## config.mk

```make
export PLATFORM = sky130hd
export DESIGN_NAME = cc_lives_controller_flat
export DESIGN_NICKNAME = d
export VERILOG_FILES = /design/src/rtl/cc_frogger_pkg.sv /design/src/rtl/cc_lives_controller_if.sv /design/src/rtl/cc_respawn_timer.sv /design/src/rtl/cc_lives_controller.sv /design/src/flat_wrapper.sv
export SDC_FILE = /design/constraint.sdc
export NUM_CORES = 1
export LEC_CHECK = 0
export BUFFER_PORTS_ARGS = -buffer_cell sky130_fd_sc_hd__buf_2
export CAP_MARGIN = 20
export CORE_AREA = 8 8 46 56
export DETAILED_ROUTE_END_ITERATION = 16
export DIE_AREA = 0 0 54 64
export GPL_TIMING_DRIVEN = 0
export PLACE_DENSITY_LB_ADDON = 0.12
export SLEW_MARGIN = 0
export SYNTH_ARGS = -nofsm -noshare
export SYNTH_HDL_FRONTEND = slang
export SYNTH_SLANG_ARGS = --single-unit
export TNS_END_PERCENT = 10
```

## constraint.sdc

```tcl
create_clock -name CC_LIVES_CONTROLLER_CLOCK_50 -period 1.99 [get_ports CC_LIVES_CONTROLLER_CLOCK_50]
set_input_delay 0.0995 -clock CC_LIVES_CONTROLLER_CLOCK_50 [delete_from_list [all_inputs] [get_ports CC_LIVES_CONTROLLER_CLOCK_50]]
set_output_delay 0.0995 -clock CC_LIVES_CONTROLLER_CLOCK_50 [all_outputs]
set_load 0.1 [all_outputs]
```

## src/rtl/cc_frogger_pkg.sv

```systemverilog
// Shared constants for the Frogger lives controller: state encodings and
// default lives configuration.
package cc_frogger_pkg;

    localparam logic [2:0] STATE_IDLE     = 3'd0;
    localparam logic [2:0] STATE_PLAY     = 3'd1;
    localparam logic [2:0] STATE_DYING    = 3'd2;
    localparam logic [2:0] STATE_RESPAWN  = 3'd3;
    localparam logic [2:0] STATE_GAMEOVER = 3'd4;

    localparam int LIVES_INIT_DEFAULT = 3;
    localparam int LIVES_MAX_DEFAULT  = 5;

    typedef enum logic [2:0] {
        ST_IDLE     = STATE_IDLE,
        ST_PLAY     = STATE_PLAY,
        ST_DYING    = STATE_DYING,
        ST_RESPAWN  = STATE_RESPAWN,
        ST_GAMEOVER = STATE_GAMEOVER
    } lives_state_t;

endpackage

```

## src/rtl/cc_lives_controller_if.sv

```systemverilog
// Event inputs and status outputs of the lives controller, bundled so the
// game logic (master) and the controller (slave) share one connection.
interface cc_lives_controller_if #(
    parameter int LIVES_COUNTER_DATAWIDTH = 3
);
    logic                               CC_LIVES_CONTROLLER_start_InHigh;
    logic                               CC_LIVES_CONTROLLER_hit_InHigh;
    logic                               CC_LIVES_CONTROLLER_goal_InHigh;
    logic                               CC_LIVES_CONTROLLER_tick_InHigh;
    logic [LIVES_COUNTER_DATAWIDTH-1:0] CC_LIVES_CONTROLLER_lives_Out;
    logic                               CC_LIVES_CONTROLLER_freeze_OutHigh;
    logic                               CC_LIVES_CONTROLLER_respawn_OutHigh;
    logic                               CC_LIVES_CONTROLLER_gameover_OutHigh;
    logic [2:0]                         CC_LIVES_CONTROLLER_state_Out;

    modport master (
        output CC_LIVES_CONTROLLER_start_InHigh,
        output CC_LIVES_CONTROLLER_hit_InHigh,
        output CC_LIVES_CONTROLLER_goal_InHigh,
        output CC_LIVES_CONTROLLER_tick_InHigh,
        input  CC_LIVES_CONTROLLER_lives_Out,
        input  CC_LIVES_CONTROLLER_freeze_OutHigh,
        input  CC_LIVES_CONTROLLER_respawn_OutHigh,
        input  CC_LIVES_CONTROLLER_gameover_OutHigh,
        input  CC_LIVES_CONTROLLER_state_Out
    );

    modport slave (
        input  CC_LIVES_CONTROLLER_start_InHigh,
        input  CC_LIVES_CONTROLLER_hit_InHigh,
        input  CC_LIVES_CONTROLLER_goal_InHigh,
        input  CC_LIVES_CONTROLLER_tick_InHigh,
        output CC_LIVES_CONTROLLER_lives_Out,
        output CC_LIVES_CONTROLLER_freeze_OutHigh,
        output CC_LIVES_CONTROLLER_respawn_OutHigh,
        output CC_LIVES_CONTROLLER_gameover_OutHigh,
        output CC_LIVES_CONTROLLER_state_Out
    );
endinterface

```

## src/rtl/cc_respawn_timer.sv

```systemverilog
// Death-phase timer: counts frame ticks while enabled, held at zero by clear.
// o_done flags the tick that brings the count to TICKS, so the owner can
// change state on that same edge.
module cc_respawn_timer #(
    parameter int TICKS = 4
) (
    input  logic i_clk,
    input  logic i_rst,
    input  logic i_clr,
    input  logic i_en,
    output logic o_done
);
    localparam int TW = $clog2(TICKS + 1);
    localparam logic [TW-1:0] LAST = TW'(TICKS - 1);

    logic [TW-1:0] r_cnt;

    // Count ticks; clear dominates so a tick coinciding with entry is dropped.
    always_ff @(posedge i_clk) begin
        if (i_rst || i_clr) begin
            r_cnt <= '0;
        end else if (i_en && (r_cnt != TW'(TICKS))) begin
            r_cnt <= r_cnt + 1'b1;
        end
    end

    assign o_done = i_en && !i_clr && (r_cnt == LAST);

endmodule

```

## src/rtl/cc_lives_controller.sv

```systemverilog
// Frogger life-cycle sequencer: lives counter, goal/bonus accounting, timed
// death phase, one-cycle respawn pulse and game-over latch. Every output is
// a register or a decode of the registered state.
module cc_lives_controller
    import cc_frogger_pkg::*;
#(
    parameter int LIVES_COUNTER_DATAWIDTH = 3,
    parameter int LIVES_INIT              = LIVES_INIT_DEFAULT,
    parameter int LIVES_MAX               = LIVES_MAX_DEFAULT,
    parameter int RESPAWN_TICKS           = 4,
    parameter int BONUS_EVERY             = 4
) (
    input  logic                  CC_LIVES_CONTROLLER_CLOCK_50,
    input  logic                  CC_LIVES_CONTROLLER_RESET_InHigh,
    cc_lives_controller_if.slave  bus
);
    localparam int LW   = LIVES_COUNTER_DATAWIDTH;
    localparam int GC_W = (BONUS_EVERY > 0) ? $clog2(BONUS_EVERY + 1) : 1;
    localparam logic [LW-1:0]   L_INIT  = LW'(LIVES_INIT);
    localparam logic [LW-1:0]   L_MAX   = LW'(LIVES_MAX);
    localparam logic [GC_W-1:0] GC_LAST = GC_W'((BONUS_EVERY > 0) ? BONUS_EVERY - 1 : 0);

    lives_state_t    r_state, w_state_nxt;
    logic [LW-1:0]   r_lives, w_lives_nxt;
    logic [GC_W-1:0] r_goals, w_goals_nxt;
    logic            w_timer_done;
    logic            w_timer_clr;

    // Timer runs only while dying; it is zero on every entry to DYING.
    assign w_timer_clr = (r_state != ST_DYING);

    cc_respawn_timer #(
        .TICKS (RESPAWN_TICKS)
    ) u_timer (
        .i_clk  (CC_LIVES_CONTROLLER_CLOCK_50),
        .i_rst  (CC_LIVES_CONTROLLER_RESET_InHigh),
        .i_clr  (w_timer_clr),
        .i_en   (bus.CC_LIVES_CONTROLLER_tick_InHigh),
        .o_done (w_timer_done)
    );

    // State, lives and goal-count registers; reset wins over any event.
    always_ff @(posedge CC_LIVES_CONTROLLER_CLOCK_50) begin
        if (CC_LIVES_CONTROLLER_RESET_InHigh) begin
            r_state <= ST_IDLE;
            r_lives <= L_INIT;
            r_goals <= '0;
        end else begin
            r_state <= w_state_nxt;
            r_lives <= w_lives_nxt;
            r_goals <= w_goals_nxt;
        end
    end

    // Next-state and lives/goal updates for each life-cycle state.
    always_comb begin
        w_state_nxt = r_state;
        w_lives_nxt = r_lives;
        w_goals_nxt = r_goals;
        case (r_state)
            ST_IDLE: begin
                if (bus.CC_LIVES_CONTROLLER_start_InHigh) begin
                    w_lives_nxt = L_INIT;
                    w_goals_nxt = '0;
                    w_state_nxt = ST_RESPAWN;
                end
            end
            ST_PLAY: begin
                // A hit swallows a simultaneous goal.
                if (bus.CC_LIVES_CONTROLLER_hit_InHigh) begin
                    w_state_nxt = ST_DYING;
                    if (r_lives != '0) w_lives_nxt = r_lives - 1'b1;
                end else if (bus.CC_LIVES_CONTROLLER_goal_InHigh) begin
                    w_state_nxt = ST_RESPAWN;
                    if (BONUS_EVERY > 0) begin
                        if (r_goals == GC_LAST) begin
                            w_goals_nxt = '0;
                            if (r_lives < L_MAX) w_lives_nxt = r_lives + 1'b1;
                        end else begin
                            w_goals_nxt = r_goals + 1'b1;
                        end
                    end
                end
            end
            ST_DYING: begin
                if (w_timer_done) begin
                    w_state_nxt = (r_lives == '0) ? ST_GAMEOVER : ST_RESPAWN;
                end
            end
            ST_RESPAWN: begin
                w_state_nxt = ST_PLAY;
            end
            ST_GAMEOVER: begin
                w_lives_nxt = '0;
                if (bus.CC_LIVES_CONTROLLER_start_InHigh) begin
                    w_lives_nxt = L_INIT;
                    w_goals_nxt = '0;
                    w_state_nxt = ST_RESPAWN;
                end
            end
            default: begin
                w_state_nxt = ST_IDLE;
            end
        endcase
    end

    assign bus.CC_LIVES_CONTROLLER_lives_Out        = r_lives;
    assign bus.CC_LIVES_CONTROLLER_freeze_OutHigh   = (r_state != ST_PLAY);
    assign bus.CC_LIVES_CONTROLLER_respawn_OutHigh  = (r_state == ST_RESPAWN);
    assign bus.CC_LIVES_CONTROLLER_gameover_OutHigh = (r_state == ST_GAMEOVER);
    assign bus.CC_LIVES_CONTROLLER_state_Out        = r_state;

endmodule

```

## src/flat_wrapper.sv

```systemverilog
// flat-port wrapper written by rule: the top's interface ports become plain ports
module cc_lives_controller_flat import cc_frogger_pkg::*;
#(
    parameter int LIVES_COUNTER_DATAWIDTH = 3,
    parameter int LIVES_INIT              = LIVES_INIT_DEFAULT,
    parameter int LIVES_MAX               = LIVES_MAX_DEFAULT,
    parameter int RESPAWN_TICKS           = 4,
    parameter int BONUS_EVERY             = 4
)
  (CC_LIVES_CONTROLLER_CLOCK_50, CC_LIVES_CONTROLLER_RESET_InHigh, bus_CC_LIVES_CONTROLLER_start_InHigh, bus_CC_LIVES_CONTROLLER_hit_InHigh, bus_CC_LIVES_CONTROLLER_goal_InHigh, bus_CC_LIVES_CONTROLLER_tick_InHigh, bus_CC_LIVES_CONTROLLER_lives_Out, bus_CC_LIVES_CONTROLLER_freeze_OutHigh, bus_CC_LIVES_CONTROLLER_respawn_OutHigh, bus_CC_LIVES_CONTROLLER_gameover_OutHigh, bus_CC_LIVES_CONTROLLER_state_Out);
  cc_lives_controller_if #(.LIVES_COUNTER_DATAWIDTH(LIVES_COUNTER_DATAWIDTH)) bus_i ();
  input  logic CC_LIVES_CONTROLLER_CLOCK_50;
  input  logic CC_LIVES_CONTROLLER_RESET_InHigh;
  input wire logic [$bits(bus_i.CC_LIVES_CONTROLLER_start_InHigh)-1:0] bus_CC_LIVES_CONTROLLER_start_InHigh;
  input wire logic [$bits(bus_i.CC_LIVES_CONTROLLER_hit_InHigh)-1:0] bus_CC_LIVES_CONTROLLER_hit_InHigh;
  input wire logic [$bits(bus_i.CC_LIVES_CONTROLLER_goal_InHigh)-1:0] bus_CC_LIVES_CONTROLLER_goal_InHigh;
  input wire logic [$bits(bus_i.CC_LIVES_CONTROLLER_tick_InHigh)-1:0] bus_CC_LIVES_CONTROLLER_tick_InHigh;
  output wire logic [$bits(bus_i.CC_LIVES_CONTROLLER_lives_Out)-1:0] bus_CC_LIVES_CONTROLLER_lives_Out;
  output wire logic [$bits(bus_i.CC_LIVES_CONTROLLER_freeze_OutHigh)-1:0] bus_CC_LIVES_CONTROLLER_freeze_OutHigh;
  output wire logic [$bits(bus_i.CC_LIVES_CONTROLLER_respawn_OutHigh)-1:0] bus_CC_LIVES_CONTROLLER_respawn_OutHigh;
  output wire logic [$bits(bus_i.CC_LIVES_CONTROLLER_gameover_OutHigh)-1:0] bus_CC_LIVES_CONTROLLER_gameover_OutHigh;
  output wire logic [$bits(bus_i.CC_LIVES_CONTROLLER_state_Out)-1:0] bus_CC_LIVES_CONTROLLER_state_Out;
  assign bus_i.CC_LIVES_CONTROLLER_start_InHigh = bus_CC_LIVES_CONTROLLER_start_InHigh;
  assign bus_i.CC_LIVES_CONTROLLER_hit_InHigh = bus_CC_LIVES_CONTROLLER_hit_InHigh;
  assign bus_i.CC_LIVES_CONTROLLER_goal_InHigh = bus_CC_LIVES_CONTROLLER_goal_InHigh;
  assign bus_i.CC_LIVES_CONTROLLER_tick_InHigh = bus_CC_LIVES_CONTROLLER_tick_InHigh;
  assign bus_CC_LIVES_CONTROLLER_lives_Out = bus_i.CC_LIVES_CONTROLLER_lives_Out;
  assign bus_CC_LIVES_CONTROLLER_freeze_OutHigh = bus_i.CC_LIVES_CONTROLLER_freeze_OutHigh;
  assign bus_CC_LIVES_CONTROLLER_respawn_OutHigh = bus_i.CC_LIVES_CONTROLLER_respawn_OutHigh;
  assign bus_CC_LIVES_CONTROLLER_gameover_OutHigh = bus_i.CC_LIVES_CONTROLLER_gameover_OutHigh;
  assign bus_CC_LIVES_CONTROLLER_state_Out = bus_i.CC_LIVES_CONTROLLER_state_Out;
  cc_lives_controller #(.LIVES_COUNTER_DATAWIDTH(LIVES_COUNTER_DATAWIDTH), .LIVES_INIT(LIVES_INIT), .LIVES_MAX(LIVES_MAX), .RESPAWN_TICKS(RESPAWN_TICKS), .BONUS_EVERY(BONUS_EVERY)) u_core (.CC_LIVES_CONTROLLER_CLOCK_50(CC_LIVES_CONTROLLER_CLOCK_50), .CC_LIVES_CONTROLLER_RESET_InHigh(CC_LIVES_CONTROLLER_RESET_InHigh), .bus(bus_i));
endmodule
```

Word level (Yosys, flattened, before mapping). Index checks and enable logic that the tools add are counted.

$add $sub $neg: 4. $lt $le $gt $ge: 1. Equality and inequality tests: 18. Mux-type cells: 18. Reduce and logical (&&, ||, !) cells: 14.

Operators with widths (number): $mux 3 (14); $eq 3x2->1 const B (4); $ne 3x2->1 const B (4); $pmux 3 s4 (1); $add 3x1->3 const B (3); $pmux 3 s3 (1); $ne 2x2->1 const B (4); $logic_not 3->1 (2); $ne 3x3->1 const B (2); $pmux 3 s2 (1); $reduce_and 6->1 (1); $reduce_bool 3->1 (2); $reduce_and 4->1 (1); $eq 3x1->1 const B (1); $eq 3x3->1 const B (1); $logic_and 1x1->1 (3); $lt 3x3->1 const B (1); $ne 3x1->1 const B (1); $reduce_and 3->1 (1); $sub 3x1->3 const B (1); $mux 2 (1); $ne 2x1->1 const B (1); $reduce_bool 2->1 (1); $reduce_or 2->1 (1); 2 further kinds (2).

Register bits after elaboration: 12. Input port bits: 6. Output and inout port bits: 9. Logic and storage cells: 59.

Longest topological paths before layout.
Word-level depth: 6. Mapped depth: 6. Gate-level depth less buffers: 6.

Hierarchy. A second synthesis with hierarchy kept.

Cell total of the unflattened synthesis: 97. Area total of the unflattened synthesis: 828.3 µm².

Modules (own cells, without submodules): cc_lives_controller (times used 1, cells an instance 77, area each 640.6 µm², seq. area each 180.2 µm²); cc_respawn_timer (times used 1, cells an instance 20, area each 187.7 µm², seq. area each 60.1 µm²).

Worst setup path before layout. Ideal clock, no wire load.

Path kind: register to output. Start: register u_core.r_state[0] (netlist: u_core.bus.CC_LIVES_CONTROLLER_state_Out[0]). End: output port bus_CC_LIVES_CONTROLLER_respawn_OutHigh. Data arrival time: 3.505 ns. Data required time: 1.891 ns. Slack: -1.614 ns. Stages on the path, launching flop included: 4. Buffers on the path: 1. Path through: dfxtp_1 clkbuf_1 inv_1 nor3_1.

Longest elaborated chain between the ends: 1.

RTL lines: from (decl) (line cc_lives_controller.sv:23) `lives_state_t r_state, w_state_nxt;`; from (signal assigned) (line cc_lives_controller.sv:49) `r_state <= w_state_nxt;`; $eq 3x2->1 (line cc_lives_controller.sv:109) `assign bus.CC_LIVES_CONTROLLER_respawn_OutHigh = (r_state == ST_RESPAWN);`; to (decl) (line flat_wrapper.sv:20) `output wire logic [$bits(bus_i.CC_LIVES_CONTROLLER_respawn_OutHigh)-1:0] bus_CC_LIVES_CONTROLLER_respawn_OutHi ...`.

Every way passes these cells.

Worst setup path after layout. Ends and elaborated chain as after synthesis.

==> reports/results.ini <==
[floorplanning]
die_h_um=64
dieArea_sq_um=3460
initial_core_util_pct=46.3
die_w_um=54
boundaryPins=15
fp.coreArea_sq_um=1740
num_rows=17

[synthesis]
syn-instance-count=103
synth-main-ff-cell=dfxtp_1
synth_nets=114
yosys.cell_types.count=39
async_flop_share_pct=0
yosysWarnings=0
seq_area_frac_synth_pct=29.7
ys_ff_latch=12
synth_area_sq_um=808
synth_enable_flop_cells=0
syn_area_per_cell_sq_um=7.85

[routing]
vias=812
drcViolationCount=0
detail_route.wl_per_cell_um=14.0
ant_nets=0
drtIter0Drc=15
first_pass_iters=3
routed_wirelength_um=1960
vias_per_cell=5.80

[cells_and_area]
syn_to_final_growth_pct=21.7
num_antenna_cells=0
fin_util_pct=56.4
nNetsFinal=133
drive_gt1_share_pct=27.3
final_cell_area_sq_um=983

[setup_path]
path_max_fanout=10
cp.required_ns=1.89
critPathKind=flip-flop to primary output
crit_path_start_kind=flip-flop
cp-end-kind=primary output
r2r_slack_ns=0.19
arrival_ns=1.72

[pwr]
finalPower_mw=0.719
leakagePower_nw=0.377
peakVddDrop_mv=0.345
powerDensity_nw_per_um2=731

[sta]
tightest_slew_ns=0.491
drv_slew=0
clock_skew_ns=0.00234
setup_ws_ns=0.173
max_clock_freq_mhz=550
min_period_ns=1.82
post-route-period-util_pct=91.3
relSlewSlack_pct=67.5
hold_viol_final=0
fin_hold_ws_ns=0.0767
setup_viol=0
rsz0062_at_grt=no

[clock_tree]
clk_latency_ns=0.27
htree_levels=1
numCtsBuffers=3
path_clk_slew_ns=0.08
ctsResizeCount=0
cts-root-buf=clkbuf_4
cts_tree=yes
postCtsSetupBuffers=0
hold_buffers=0
cts_sinks=12
clock_path_buffers=2

[grt]
grt_pass1_vias=811
grt_start_max_net_pins=11
grt_pass1_wl_um=3330
overflow=0
antenna_found_initial=0
grt_use_total_pct=12.2

[placement]
place_congestion=0.881
port_buffers=14
dp_hpwl_um=1510
dp_slack_ns=0.201
dpl-instance-area_sq_um=943

[run]
maxCapViolCount=0

[hold_path]
hp-class=input pin to flip-flop

[status]
status=finished, final reports clean

area by class of cell:
| class | instances | area [sq um] |
|---|---|---|
| Inverter | 9 | 37.5 |
| Sequential cell | 12 | 253 |
| Buffer | 4 | 17.5 |
| Timing Repair Buffer | 14 | 72.6 |
| Tap cell | 19 | 23.8 |
| Clock buffer | 4 | 36.3 |
| Fill cell | 171 | 761 |
| Multi-Input combinational cell | 78 | 543 |
worst max-delay path: stages, from the launching register on:
cell and delay (ns):
dfxtp_4 0.39, clkbuf_1 0.39, inv_1 0.19, nor3_4 0.13, clkbuf_4 0.34
through the flow:
step                setup TNS, ns  std cells
finish                          0        140
global route                    0        140
CTS                             0        140
detailed placement              0        136
global placement                0        136
floorplan                  -0.263        103
layer usage:
| metal | GRT usage, % | up-vias | part of all wire (%) |
|---|---|---|---|
| met5 | 0 | - | 0 |
| met4 | 7.72 | 0 | 1.9 |
| met3 | 3.01 | 4 | 4.5 |
| met2 | 19.3 | 12 | 49 |
| met1 | 13.9 | 388 | 44 |
| li1 | - | 408 | - |
registers in the layout (all words and copies together) (netlist names):
register                                  cells
u_core.bus.CC_LIVES_CONTROLLER_state_Out      3
u_core.bus.CC_LIVES_CONTROLLER_lives_Out      3
u_core.r_goals                                3
u_core.u_timer.r_cnt                          3
cells in the final DEF, fill, tap and decap left out, types with 2 or more instances in the layout:
master,count
nor3_1,6
nand3_1,4
clkbuf_1,2
a211oi_1,2
nand2_1,4
xnor2_1,2
o31a_1,2
nor2_1,10
a21oi_1,11
ha_1,4
dfxtp_4,2
or4_1,2
clkbuf_4,4
o21ai_0,3
dfxtp_1,6
nand2b_1,3
dfxtp_2,4
inv_1,8
buf_2,14
synth_stat cells (2+ instances only):
cell type | count | share of area [%]
dfxtp_1 | 12 | 30
a21oi_1 | 11 | 6.8
nor2_1 | 11 | 5.1
inv_1 | 9 | 4.2
nor3_1 | 7 | 4.3
ha_1 | 4 | 6.2
nand2_1 | 4 | 1.9
nand3_1 | 4 | 2.5
clkbuf_1 | 3 | 1.4
nand2b_1 | 3 | 2.3
o21ai_0 | 3 | 1.9
a211oi_1 | 2 | 1.9
o31a_1 | 2 | 2.2
or4_1 | 2 | 1.9
xnor2_1 | 2 | 2.2
logic make-up (layout without fill, tap and decap cells):
logic type	Yosys count	after routing	synth area share, %
xor gates and xnor gates	2	2	2.17
DFF	12	12	29.7
and+or+nand+nor	43	43	30.7
adders and majority gates	5	5	8.67
buffers and inverters	13	31	6.19
muxes	1	1	1.24
AOI/OAI and AO/OA	27	27	21.4
path summary, 6_finish.rpt:
kind,from,endpoint,cells after the start
max,u_core.bus.CC_LIVES_CONTROLLER_state_Out[0],bus_CC_LIVES_CONTROLLER_respawn_OutHigh,4
min,CC_LIVES_CONTROLLER_RESET_InHigh,u_core.bus.CC_LIVES_CONTROLLER_lives_Out[0],2
max reg2reg,u_core.r_goals[0],u_core.bus.CC_LIVES_CONTROLLER_lives_Out[0],5
min reg2reg,u_core.r_goals[1],u_core.r_goals[1],2
where the power goes:
group	internal [mW]	leakage (nW)	total, mW	switching [mW]
logic	0.0663	0.257	0.248	0.182
registers	0.256	0.0990	0.273	0.0172
clock network	0.111	0.0210	0.198	0.0872
total	0.433	0.377	0.719	0.286
(Power assumes the default switching activity.)
